$ cat config.mk
export PLATFORM = sky130hd
export DESIGN_NAME = encoder_8_3_seq
export DESIGN_NICKNAME = d
export VERILOG_FILES = /design/src/rtl/encoder_pkg.sv /design/src/rtl/encoder_8_3_seq_prio_pick.sv /design/src/rtl/encoder_8_3_seq.sv
export SDC_FILE = /design/constraint.sdc
export NUM_CORES = 1
export LEC_CHECK = 0
export CORE_AREA = 2 2 39 41
export DETAILED_ROUTE_END_ITERATION = 10
export DIE_AREA = 0 0 41 43
export DONT_BUFFER_PORTS = 1
export GPL_ROUTABILITY_DRIVEN = 1
export REMOVE_ABC_BUFFERS = 1
export SLEW_MARGIN = 20
export SYNTH_ARGS = -nofsm -noshare
export SYNTH_HDL_FRONTEND = slang
export SYNTH_SLANG_ARGS = --single-unit
$ cat constraint.sdc
create_clock -name clk_i -period 3.6 [get_ports clk_i]
set_clock_uncertainty 0.1 [all_clocks]
set_input_delay 0.54 -clock clk_i [delete_from_list [all_inputs] [get_ports clk_i]]
set_output_delay 0.54 -clock clk_i [all_outputs]
set_load 0.1 [all_outputs]
$ cat src/rtl/encoder_pkg.sv
// encoder_pkg
// Shared constants, FSM state type and a one-hot helper for the registered
// 8-to-3 priority encoder (encoder_8_3_seq) and its picker (prio_pick).
package encoder_pkg;

  localparam int ENC_N  = 8;
  localparam int ENC_AW = 3;

  // IDLE: nothing presented, waiting for a pending request.
  // PRESENT: an index is held on the outputs until acked or disabled.
  typedef enum logic {
    IDLE    = 1'b0,
    PRESENT = 1'b1
  } enc_state_t;

  // Expand an index into a one-hot mask of ENC_N bits.
  function automatic logic [ENC_N-1:0] onehot(input logic [ENC_AW-1:0] idx);
    logic [ENC_N-1:0] mask;
    mask      = '0;
    mask[idx] = 1'b1;
    return mask;
  endfunction

endpackage

$ cat src/rtl/encoder_8_3_seq_prio_pick.sv
// prio_pick
// Purely combinational priority picker: reports the index of the highest set
// bit of the input vector and whether any bit is set at all.
// Ports:
//   vec_i  in  N  : vector to search
//   idx_o  out AW : index of the highest set bit (0 when vec_i is zero)
//   any_o  out 1  : vec_i is non-zero
module prio_pick #(
  parameter int N  = 8,
  parameter int AW = 3
) (
  input  logic [N-1:0]  vec_i,
  output logic [AW-1:0] idx_o,
  output logic          any_o
);

  // Scan upward so that a higher set bit overwrites a lower one, leaving the
  // highest-priority index once the loop is done.
  always_comb begin
    idx_o = '0;
    any_o = |vec_i;
    for (int i = 0; i < N; i++) begin
      if (vec_i[i]) begin
        idx_o = AW'(i);
      end
    end
  end

endmodule

$ cat src/rtl/encoder_8_3_seq.sv
// encoder_8_3_seq
// Registered 8-to-3 priority encoder with sticky request capture and a
// valid/ack handshake. Requests are latched into a pending register; the
// highest pending bit is presented as an index until the consumer acks it.
// Ports:
//   clk_i   in  1  : clock, rising edge
//   rst_ni  in  1  : asynchronous active-low reset
//   e_i     in  1  : enable; when low, nothing is captured or presented
//   d_i     in  N  : request lines, level-sampled every edge
//   ack_i   in  1  : consumer accepts the presented index
//   a_o     out AW : presented index (registered)
//   v_o     out 1  : a_o is valid (registered)
//   p_o     out N  : pending-request register
module encoder_8_3_seq
  import encoder_pkg::*;
#(
  parameter int N  = ENC_N,
  parameter int AW = ENC_AW
) (
  input  logic          clk_i,
  input  logic          rst_ni,
  input  logic          e_i,
  input  logic [N-1:0]  d_i,
  input  logic          ack_i,
  output logic [AW-1:0] a_o,
  output logic          v_o,
  output logic [N-1:0]  p_o
);

  enc_state_t    state_q;
  logic [N-1:0]  p_q, p_d;
  logic [AW-1:0] a_q;
  logic          v_q;
  logic [N-1:0]  clrMask;
  logic [AW-1:0] pickIdx;
  logic          pickAny;

  // The picker always looks at the registered pending bits, never raw d_i,
  // so a new request takes one extra edge before it can be presented.
  prio_pick #(
    .N  (N),
    .AW (AW)
  ) u_pick (
    .vec_i (p_q),
    .idx_o (pickIdx),
    .any_o (pickAny)
  );

  // A presented bit is only retired on an ack while enabled; an ack arriving
  // together with a disable is dropped so the request survives. New requests
  // are OR-ed in after the clear, so a request still held high on the ack
  // edge keeps its pending bit.
  always_comb begin
    clrMask = '0;
    if (v_q && ack_i && e_i) begin
      clrMask = onehot(a_q);
    end
    p_d = p_q;
    if (e_i) begin
      p_d = (p_q & ~clrMask) | d_i;
    end
  end

  // Pending register.
  always_ff @(posedge clk_i or negedge rst_ni) begin
    if (!rst_ni) begin
      p_q <= '0;
    end else begin
      p_q <= p_d;
    end
  end

  // Presentation FSM. Once an index is presented it is held unchanged until
  // it is acked or enable drops; a higher-priority arrival never preempts it.
  // Leaving PRESENT always passes through IDLE, which guarantees a cycle with
  // v_o low between two presentations.
  always_ff @(posedge clk_i or negedge rst_ni) begin
    if (!rst_ni) begin
      state_q <= IDLE;
      a_q     <= '0;
      v_q     <= 1'b0;
    end else begin
      case (state_q)
        IDLE: begin
          if (e_i && pickAny) begin
            a_q     <= pickIdx;
            v_q     <= 1'b1;
            state_q <= PRESENT;
          end
        end
        PRESENT: begin
          if (!e_i || ack_i) begin
            v_q     <= 1'b0;
            state_q <= IDLE;
          end
        end
        default: begin
          v_q     <= 1'b0;
          state_q <= IDLE;
        end
      endcase
    end
  end

  assign a_o = a_q;
  assign v_o = v_q;
  assign p_o = p_q;

endmodule
==> key figures, run 1 <==
Layout
  • Final nets: 86
  • Filler cell count: about 130
  • Ant diodes: 0
  • Area Growth Syn to Fin: 17.4%
  • Share of layout cells above drive strength 1: 19.2%

Clock tree
  • Maximum clock path buffer count: 2
  • Root buf cell: clkbuf_4
  • Depth of the CTS H-tree: 1
  • Setup bufs post-CTS: 0
  • Clk Latency, worst-skew pair: 0.28 ns
  • TritonCTS clock tree: built
  • Total CTS buffers: 3
  • Clk pin slew, worst setup/hold paths: roughly 0.08 ns
  • CTS Sinks: 13

Place
  • HPWL after DPL: just over 1 mm
  • Port buffer count: 0
  • Placer Congestion: ~0.75

Global route
  • First-pass GRT wire length: ~2.2 mm
  • GRT overflow: 0
  • GRT Total Usage: 18.9%
  • Vias in the first global route: just under 500
  • Largest net degree at the start of global routing: 15
  • Initial antenna violation count: 0

Synthesis
  • Adder-cell area share of the yosys netlist: 0%
  • #FFs+latches synth: 13
  • Synth warnings: 0
  • Synth area leader: dfrtp_1
  • Mux contribution to synthesized area: 0%
  • Top cells by area, synth: dfrtp_1, a22o_1, nor4_2
  • Top cell type's share of synthesized area: a little over half
  • Commonest cells in the netlist: dfrtp_1, a22o_1, nand2_1, nor2_1
  • Seq/Total Area, Yosys: between 50 and 60%
  • Main combinational cell family by area after synthesis: simple AND/OR/NAND/NOR gates
  • Syn avg cell area: between 9 and 10 µm²
  • Compound-Gate Fraction of Synth Area: approximately a fifth
  • Synth Cell Area: between 600 and 700 µm²
  • Post-synth ARST share: 100%
  • Yosys cell types: 21
  • Prevailing post-synth register cell: dfrtp_1
  • Gate Count Post-Synth: 62
  • Most frequent cell after synthesis: dfrtp_1
  • Post-synthesis xor/xnor area fraction: 0%
  • Synth Area in Simple Gates: 23.0%
  • EDFF count, synth: 0

Die
  • IO Pins: 24
  • Die area: approximately 1800 µm²
  • Area of the core: 1380 µm²
  • Die width: around 41 µm
  • Initial Util: around 45%
  • Die Height: ~43 µm
  • Row count: 14

Pwr
  • Total power: 349 µW
  • Worst vdd ir: approximately 0.21 mV
  • P per Cell Area: roughly 480 nW/µm²
  • Leak: 0.000293 µW

Setup path
  • Worst Path Arrival: 2.13 ns
  • CP Launch Type: flop
  • Crit-path max FO: 4
  • Register-to-Register Setup Slack: 1.55 ns
  • R2R depth: 3
  • Required time worst endpoint: roughly 3.7 ns
  • Critical path class: flop to flop
  • CP Capture Type: flop

Timing
  • Final period util: between 50% and 60%
  • Crit path time final: between 2 and 2.5 ns
  • Worst relative slew slack: 25.3%
  • Fmax: approximately 0.49 GHz
  • Final Max Tran Viols: 0
  • Final hold vios: 0
  • RSZ-0062 raised after global routing: no
  • Setup_tns: 0 ns
  • Worst-Margin Slew: 1.12 ns
  • Final setup viols: 0

Outcome
  • Outcome: completed

Routing
  • DRC: 0
  • Pre-antenna DRT Iters: 4
  • Drt via density: about 5.8
  • Via Count: roughly 520
  • Initial DRC count: 4
  • Final WL: around 1.4 mm
  • Final ANT Viol Nets: 0
  • Drt wl/cell: 15.7 µm

Job
  • Max cap viols: 0

Min path
  • Hold depth: 1
  • HP Class: primary input to flop
## worst paths after layout
path                          from  endpoint
hold / removal               ack_i   state_q
setup / recovery            a_o[1]    p_o[3]
min in group asynchronous   rst_ni    p_o[3]
setup reg to reg            a_o[1]    p_o[3]
hold reg to reg            state_q   state_q
max in group asynchronous   rst_ni    a_o[1]
## timing repair
action,4_1_cts,5_1_grt
endpoints found under the hold margin,13,0
gates resized for setup,0,0
hold buffers,1,0
## sequential cells by signal (all words and copies together), names as in the netlist
register  cells
a_o           3
v_o           1
state_q       1
p_o           8
## stage by stage
stage	hold slack (ns)	cell area (µm²)	setup slack [ns]	std cells	utilization, %
detailed placement	0.145	691	1.55	84	49.9
floorplan	0.144	611	1.64	60	-
global placement	0.145	691	1.55	84	49.9
global route	0.237	727	1.47	89	52.5
finish	0.238	727	1.55	89	52.5
CTS	0.239	727	1.54	89	52.5
## layout make-up
cell class | instances | area (µm²) | share of cell area, %
inverters | 3 | 11.3 | 1.55
clock buffers | 4 | 26.3 | 3.61
flip-flops and latches | 13 | 325 | 44.8
well taps | 16 | 20.0 | 2.75
repair buffers | 9 | 70.1 | 9.64
multi-input cells | 44 | 274 | 37.7
## critical path: stages (launching register included)
cell and delay, ns:
dfrtp_1 0.99, nand4_2 0.26, or3b_1 0.42, a22o_1 0.18
## power by group
part	internal, µW	switching, µW
registers	154	43.7
clock network	43.1	49.0
logic	15.7	44.2
## placed cells by master, fill, tap and decap left out
master         instances
dfrtp_1               13
buf_4                  8
nand2_1                6
nor2_1                 6
a22o_1                 6
o21ai_0                4
a21oi_1                4
inv_1                  3
nand3_1                3
nor3_1                 3
clkbuf_4               3
nor4_2                 2
nand3b_1               2
a211oi_1               1
nand4_2                1
nand2b_1               1
a21o_1                 1
o311ai_0               1
o21a_1                 1
or3b_1                 1
o31ai_1                1
clkbuf_1               1
dlygate4sd3_1          1
## layer usage
layer | GRT usage, % | share of wire [%]
met4 | 12.0 | 3.4
met1 | 24.7 | 43
met2 | 25.0 | 44
met5 | 0 | 0
met3 | 7.33 | 9.3
## cells by family (layout without fill, tap and decap cells)
| logic type | Yosys count | in the layout |
|---|---|---|
| simple gates | 25 | 25 |
| compound gates | 19 | 19 |
| flops | 13 | 13 |
| buf+inv | 5 | 16 |
Power figures use the tool's default switching activity.
==> run 2, diff against run 1 <==
==> constraint.sdc (replaced) <==
create_clock -name clk_i -period 1.87 [get_ports clk_i]
set_clock_uncertainty 0.1 [all_clocks]
set_input_delay 0.2805 -clock clk_i [delete_from_list [all_inputs] [get_ports clk_i]]
set_output_delay 0.2805 -clock clk_i [all_outputs]
set_load 0.1 [all_outputs]
==> run 2 against run 1 <==
Routed wire length increased by 5.0%. Clock power increased by 89%. Design area increased by 5.5%. Clock-buffer cell count unchanged. Core utilization increased by 2.9 points. Critical endpoint is now a_o[0]. Setup slack got worse by 1.2 ns. Critical path depth decreased by 2. Die area unchanged. Hold slack got worse by 0.21 ns.
==> key figures, run 2 (synthesized netlist as in run 1, its figures left out) <==
Outcome
  • Outcome: completed

Timing
  • RSZ-0062 raised after global routing: no
  • Setup_tns: 0 ns (unchanged)
  • Worst-Margin Slew: 0.593 ns (-0.527 ns)
  • Crit path time final: 1.54 ns
  • Final Max Tran Viols: 0 (unchanged)
  • Hold Slack: 0.0268 ns (-0.211 ns)
  • Final setup viols: 0 (unchanged)
  • Fmax: between 0.6 and 0.7 GHz
  • Worst relative slew slack: 60.3% (+35 points)
  • Final hold vios: 0 (unchanged)
  • Final period util: 82.5%

Die
  • Row count: 14 (unchanged)
  • Die width: 41 µm (unchanged)
  • Area of the core: 1380 µm² (unchanged)
  • Die area: 1760 µm² (unchanged)
  • Die Height: 43 µm (unchanged)
  • IO Pins: 24 (unchanged)
  • Initial Util: 44.8% (unchanged)

Setup path
  • Worst path depth: 1 (-2)
  • Critical path class: flop to output port
  • CP Launch Type: flop
  • R2R depth: 4 (+1)
  • Worst Path Buf+Inv: 1 (+1)
  • CP top delay family: flip-flops
  • Cell Chain, Critical Path: buf_4
  • Worst path max stage delay: 0.53 ns (-0.46 ns)
  • Worst Path Arrival: 1.16 ns (-0.97 ns)
  • Worst path slowest cell: dfrtp_1
  • Crit-path max FO: 10 (+6)
  • CP Capture Type: output port
  • Required time worst endpoint: 1.49 ns (-2.19 ns)

Global route
  • Initial antenna violation count: 0 (unchanged)
  • GRT overflow: 0 (unchanged)
  • GRT Total Usage: 21.4% (+2.5 points)
  • Largest net degree at the start of global routing: 15 (unchanged)
  • Vias in the first global route: 542 (+9.1%)
  • First-pass GRT wire length: 2.48 mm (+14%)

Pwr
  • Clock power frac: 25.5% (-0.9 points)
  • Internal: 421 µW (+98%)
  • Combinational share of power: 27.1% (+10 points)
  • Sw Share: 38.5% (-0.68 points)
  • Sequential power share: 47.4% (-9.1 points)
  • P per Cell Area: 893 nW/µm² (+86%)
  • Psw: 264 µW (+93%)
  • Leak: 0.000315 µW (+7.4%)
  • Worst vdd ir: 0.423 mV (+98%)

Clock tree
  • Clk Latency, worst-skew pair: 0.28 ns (about the same)
  • Clk pin slew, worst setup/hold paths: 0.08 ns (about the same)
  • Resized Gates After CTS: 0 (unchanged)
  • Total CTS buffers: 3 (unchanged)
  • Maximum clock path buffer count: 2 (unchanged)
  • Setup bufs post-CTS: 0 (unchanged)
  • TritonCTS clock tree: built
  • Depth of the CTS H-tree: 1 (unchanged)
  • CTS Sinks: 13 (unchanged)
  • Root buf cell: clkbuf_4

Routing
  • Metal1 wirelength: 630 µm (+5.0%)
  • Drt via density: 5.89 (+1.1%)
  • Drt wl/cell: 15.6 µm (-0.56%)
  • Final ANT Viol Nets: 0 (unchanged)
  • Final WL: 1.46 mm (+5.0%)
  • DRC: 0 (unchanged)
  • Routed met2 length: 728 µm (+18%)
  • DR WL met3: 90 µm (-30%)
  • Uppermost layer routed: met4
  • Initial DRC count: 8 (+4)
  • Pre-antenna DRT Iters: 4 (unchanged)
  • Via Count: 554 (+6.7%)

Place
  • Post-Place Cell Area: 721 µm² (+4.3%)
  • Placer Congestion: 0.742 (-1.6%)
  • HPWL after DPL: 1.10 mm (+8.9%)
  • Port buffer count: 0 (unchanged)

Layout
  • Filler cell count: 137 (+4.6%)
  • Final nets: 91 (+5.8%)
  • Core Util, Final: 55.4% (+2.9 points)
  • Area Growth Syn to Fin: 23.8%
  • Max reg flops: 8 (unchanged)
  • Share of layout cells above drive strength 1: 23.1% (+3.9 points)
  • Commonest non-fill, non-tap cell in the layout: dfrtp_1
  • Design area: 767 µm² (+5.5%)
  • Ant diodes: 0 (unchanged)
  • Most frequent cells in the layout: dfrtp_1, buf_4, nand2_1, nor2_1, a22o_1

Job
  • Max cap viols: 0 (unchanged)

Min path
  • Hold depth: 2 (+1)
  • HP Class: primary input to flop
[run 2: through the flow]
stage                     instances  total power [µW]  setup slack [ns]
after global placement           88               508             0.481
final                            94               685             0.327
after CTS                        94               691             0.321
after detailed placement         88               509             0.456
after floorplan                  60               469           -0.0922
after global routing             94               718             0.263
[run 2: worst paths after layout]
kind,startpoint,end,slack (ns)
setup / recovery,a_o[0],a_o[0],0.33
hold / removal,e_i,p_o[2],0.03
setup reg to reg,p_o[2],a_o[0],0.45
hold reg to reg,state_q,state_q,0.39
max in group asynchronous,rst_ni,v_o,0.94
min in group asynchronous,rst_ni,p_o[3],0.34
[run 2: power by group through the flow]
| stage | combinational [µW] | sequential, µW | clock [µW] |
|---|---|---|---|
| 4_1_cts | 187 | 326 | 178 |
| 3_3_place_gp | 177 | 331 | 0 |
| 2_1_floorplan | 30.2 | 439 | 0 |
| 3_5_place_dp | 178 | 331 | 0 |
| 5_1_grt | 196 | 330 | 193 |
| 6_report | 186 | 325 | 174 |
[run 2: timing repair]
| action | 4_1_cts | 5_1_grt |
|---|---|---|
| endpoints found under the hold margin | 14 | 0 |
| hold buffers | 2 | 0 |
| setup endpoints to repair | 0 | 0 |
[run 2: area by class of cell]
| class | count | area (µm²) | area share, % |
|---|---|---|---|
| clock buffers | 4 | 26.3 | 3.43 |
| multi-input cells | 44 | 274 | 35.7 |
| inverters | 3 | 11.3 | 1.47 |
| flip-flops and latches | 13 | 325 | 42.4 |
| well taps | 16 | 20.0 | 2.61 |
| repair buffers | 14 | 110 | 14.4 |
[run 2: metal layers]
metal / up-vias / global-route usage [%]
li1: 259 / -
met1: 273 / 29.7
met2: 20 / 30.9
met3: 2 / 4.19
met4: 0 / 10.0
met5: - / 0
==> run 3, diff against run 2 <==
==> constraint.sdc (replaced) <==
create_clock -name clk_i -period 1.3 [get_ports clk_i]
set_clock_uncertainty 0.1 [all_clocks]
set_input_delay 0.195 -clock clk_i [delete_from_list [all_inputs] [get_ports clk_i]]
set_output_delay 0.195 -clock clk_i [all_outputs]
set_load 0.1 [all_outputs]
==> run 3 against run 2 <==
The run now ends with setup timing left. Global-route usage increased by 7.4 points. Clock-buffer cell count unchanged. Clock power is 51% higher. Routed wire length is 61% higher. Setup slack got worse by 0.41 ns. First-iteration DRC count increased to 5.4 times the previous value. Non-clock buffer count rose by 31. Critical path type is now flop to flop. Highest routed layer unchanged.
==> key figures, run 3 (synthesized netlist as in run 1, its figures left out) <==
Global route
  • Largest net degree at the start of global routing: 14 (-1)
  • Initial antenna violation count: 0 (unchanged)
  • GRT overflow: 0 (unchanged)
  • GRT Total Usage: 28.8% (+7.4 points)
  • Vias in the first global route: 689 (+27%)
  • First-pass GRT wire length: 3.35 mm (+35%)

Pwr
  • Combinational share of power: 38.2% (+11 points)
  • Internal: 726 µW (+72%)
  • P per Cell Area: 972 nW/µm² (+8.8%)
  • Sw Share: 38.2% (-0.30 points)
  • Clock power frac: 22.4% (-3.1 points)
  • Psw: 449 µW (+70%)
  • Worst vdd ir: 0.627 mV (+48%)
  • Sequential power share: 39.4% (-8.0 points)
  • Leak: 0.000553 µW (+76%)

Die
  • IO Pins: 24 (unchanged)
  • Die Height: 43 µm (unchanged)
  • Die width: 41 µm (unchanged)
  • Initial Util: 44.8% (unchanged)
  • Area of the core: 1380 µm² (unchanged)
  • Die area: 1760 µm² (unchanged)
  • Row count: 14 (unchanged)

Place
  • HPWL after DPL: 1.18 mm (+7.7%)
  • Placer Congestion: 0.800 (+7.8%)
  • Port buffer count: 0 (unchanged)
  • Placed cell count: 101 (+15%)

Clock tree
  • Maximum clock path buffer count: 2 (unchanged)
  • Depth of the CTS H-tree: 1 (unchanged)
  • Clk pin slew, worst setup/hold paths: 0.08 ns (about the same)
  • Total CTS buffers: 3 (unchanged)
  • Clk Latency, worst-skew pair: 0.28 ns (about the same)
  • TritonCTS clock tree: built
  • Root buf cell: clkbuf_4
  • CTS Sinks: 13 (unchanged)

Setup path
  • Crit-path max FO: 5 (-5)
  • Required time worst endpoint: 1.35 ns (-0.14 ns)
  • CP Capture Type: flop
  • CP Launch Type: flop
  • Critical path class: flop to flop
  • Worst Path Arrival: 1.44 ns (+0.28 ns)

Timing
  • Worst-Margin Slew: 0.652 ns (+0.0591 ns)
  • RSZ-0062 raised after global routing: yes
  • Final setup viols: 15 (+15)
  • Worst relative slew slack: 56.4% (-4.0 points)
  • Final Max Tran Viols: 0 (unchanged)
  • Final period util: 107%
  • Fmax: ~0.7 GHz
  • Hold Slack: 0.0101 ns (-0.0167 ns)
  • Setup_tns: -0.619 ns (-0.619 ns)
  • Crit path time final: about 1.4 ns
  • Final hold vios: 0 (unchanged)
  • Worst setup margin: -0.0863 ns (-0.413 ns)

Outcome
  • Outcome: complete, but fails checks
  • Failing checks: setup timing

Layout
  • Final nets: 122 (+34%)
  • Commonest non-fill, non-tap cell in the layout: buf_4
  • Core Util, Final: 87.3% (+32 points)
  • Share of layout cells above drive strength 1: 44.0% (+21 points)
  • Most frequent cells in the layout: buf_4, dfrtp_1, dlygate4sd3_1, buf_6, buf_12
  • Ant diodes: 0 (unchanged)
  • Non-filler cells, final: 125 (+33%)
  • Max reg flops: 8 (unchanged)
  • Filler cell count: 56 (-59%)
  • Area Growth Syn to Fin: 95.2%

Job
  • Max cap viols: 0 (unchanged)

Min path
  • HP Class: primary input to flop

Routing
  • Final ANT Viol Nets: 0 (unchanged)
  • Final WL: 2.35 mm (+61%)
  • Via Count: 746 (+35%)
  • Pre-antenna DRT Iters: 4 (unchanged)
  • DRC: 0 (unchanged)
  • Drt via density: 5.97 (+1.3%)
  • Initial DRC count: 43 (+35)
  • Drt wl/cell: 18.8 µm (+21%)
[run 3: changes by cell type in the layout (fill, tap and decap cells not counted), moves of 2 or more]
cell	before	now
dlygate4sd3_1	2	11
nor3_2	0	2
buf_6	0	9
nor4_4	0	2
buf_4	12	16
buf_12	0	8
nor4_2	2	0
nor3_1	3	1
[run 3: worst paths after layout]
check	cells past startpoint	slack (ns)	from	to
max	4	-0.09	p_o[0]	a_o[1]
min	2	0.01	e_i	p_o[0]
max reg2reg	4	-0.09	p_o[0]	a_o[1]
min reg2reg	2	0.47	state_q	state_q
max in group asynchronous	1	0.37	rst_ni	a_o[2]
min in group asynchronous	1	0.28	rst_ni	p_o[0]
[run 3: cell type report]
| cell class | count | area, µm² | share of cell area (%) |
|---|---|---|---|
| clock buffers | 4 | 26.3 | 2.17 |
| inverters | 3 | 11.3 | 0.932 |
| multi-input cells | 44 | 318 | 26.3 |
| flip-flops and latches | 13 | 327 | 27.0 |
| well taps | 16 | 20.0 | 1.66 |
| repair buffers | 45 | 507 | 41.9 |
[run 3: metrics by stage]
step	instance area, µm²	setup slack [ns]	power [µW]
floorplan	611	-0.662	675
global placement	818	-0.0569	764
detailed placement	818	-0.108	766
CTS	1130	-0.0286	1120
global route	1210	-0.163	1220
finish	1210	-0.0863	1170
[run 3: timing repair]
action | 4_1_cts | 5_1_grt
setup buffers | 4 | 5
gates resized for setup | 35 | 11
hold buffers | 11 | 0
endpoints found under the setup margin | 14 | 21
hold endpoints to repair | 22 | 0
pin swaps | 2 | 2
[run 3: power by group through the flow]
stage                     registers (µW)  clock network (µW)  logic [µW]
after global routing                 465                 289         463
final                                463                 263         448
after floorplan                      632                   0        43.4
after CTS                            457                 259         404
after detailed placement             460                   0         305
after global placement               459                   0         305
[run 3: per-layer routing]
metal	up-vias	track usage, %	wire length [µm]	share of wire [%]
met5	-	0	0	0
met4	0	12.0	51	2.2
met3	8	4.71	209	8.9
met2	58	43.4	1180	50
met1	358	39.5	912	39
li1	322	-	-	-
[run 3: worst max-delay path, stage by stage (launching register included)]
cell and delay (ns):
dfrtp_1 0.43, nor4_4 0.34, a21oi_2 0.15, nor2_1 0.16, a21oi_1 0.07
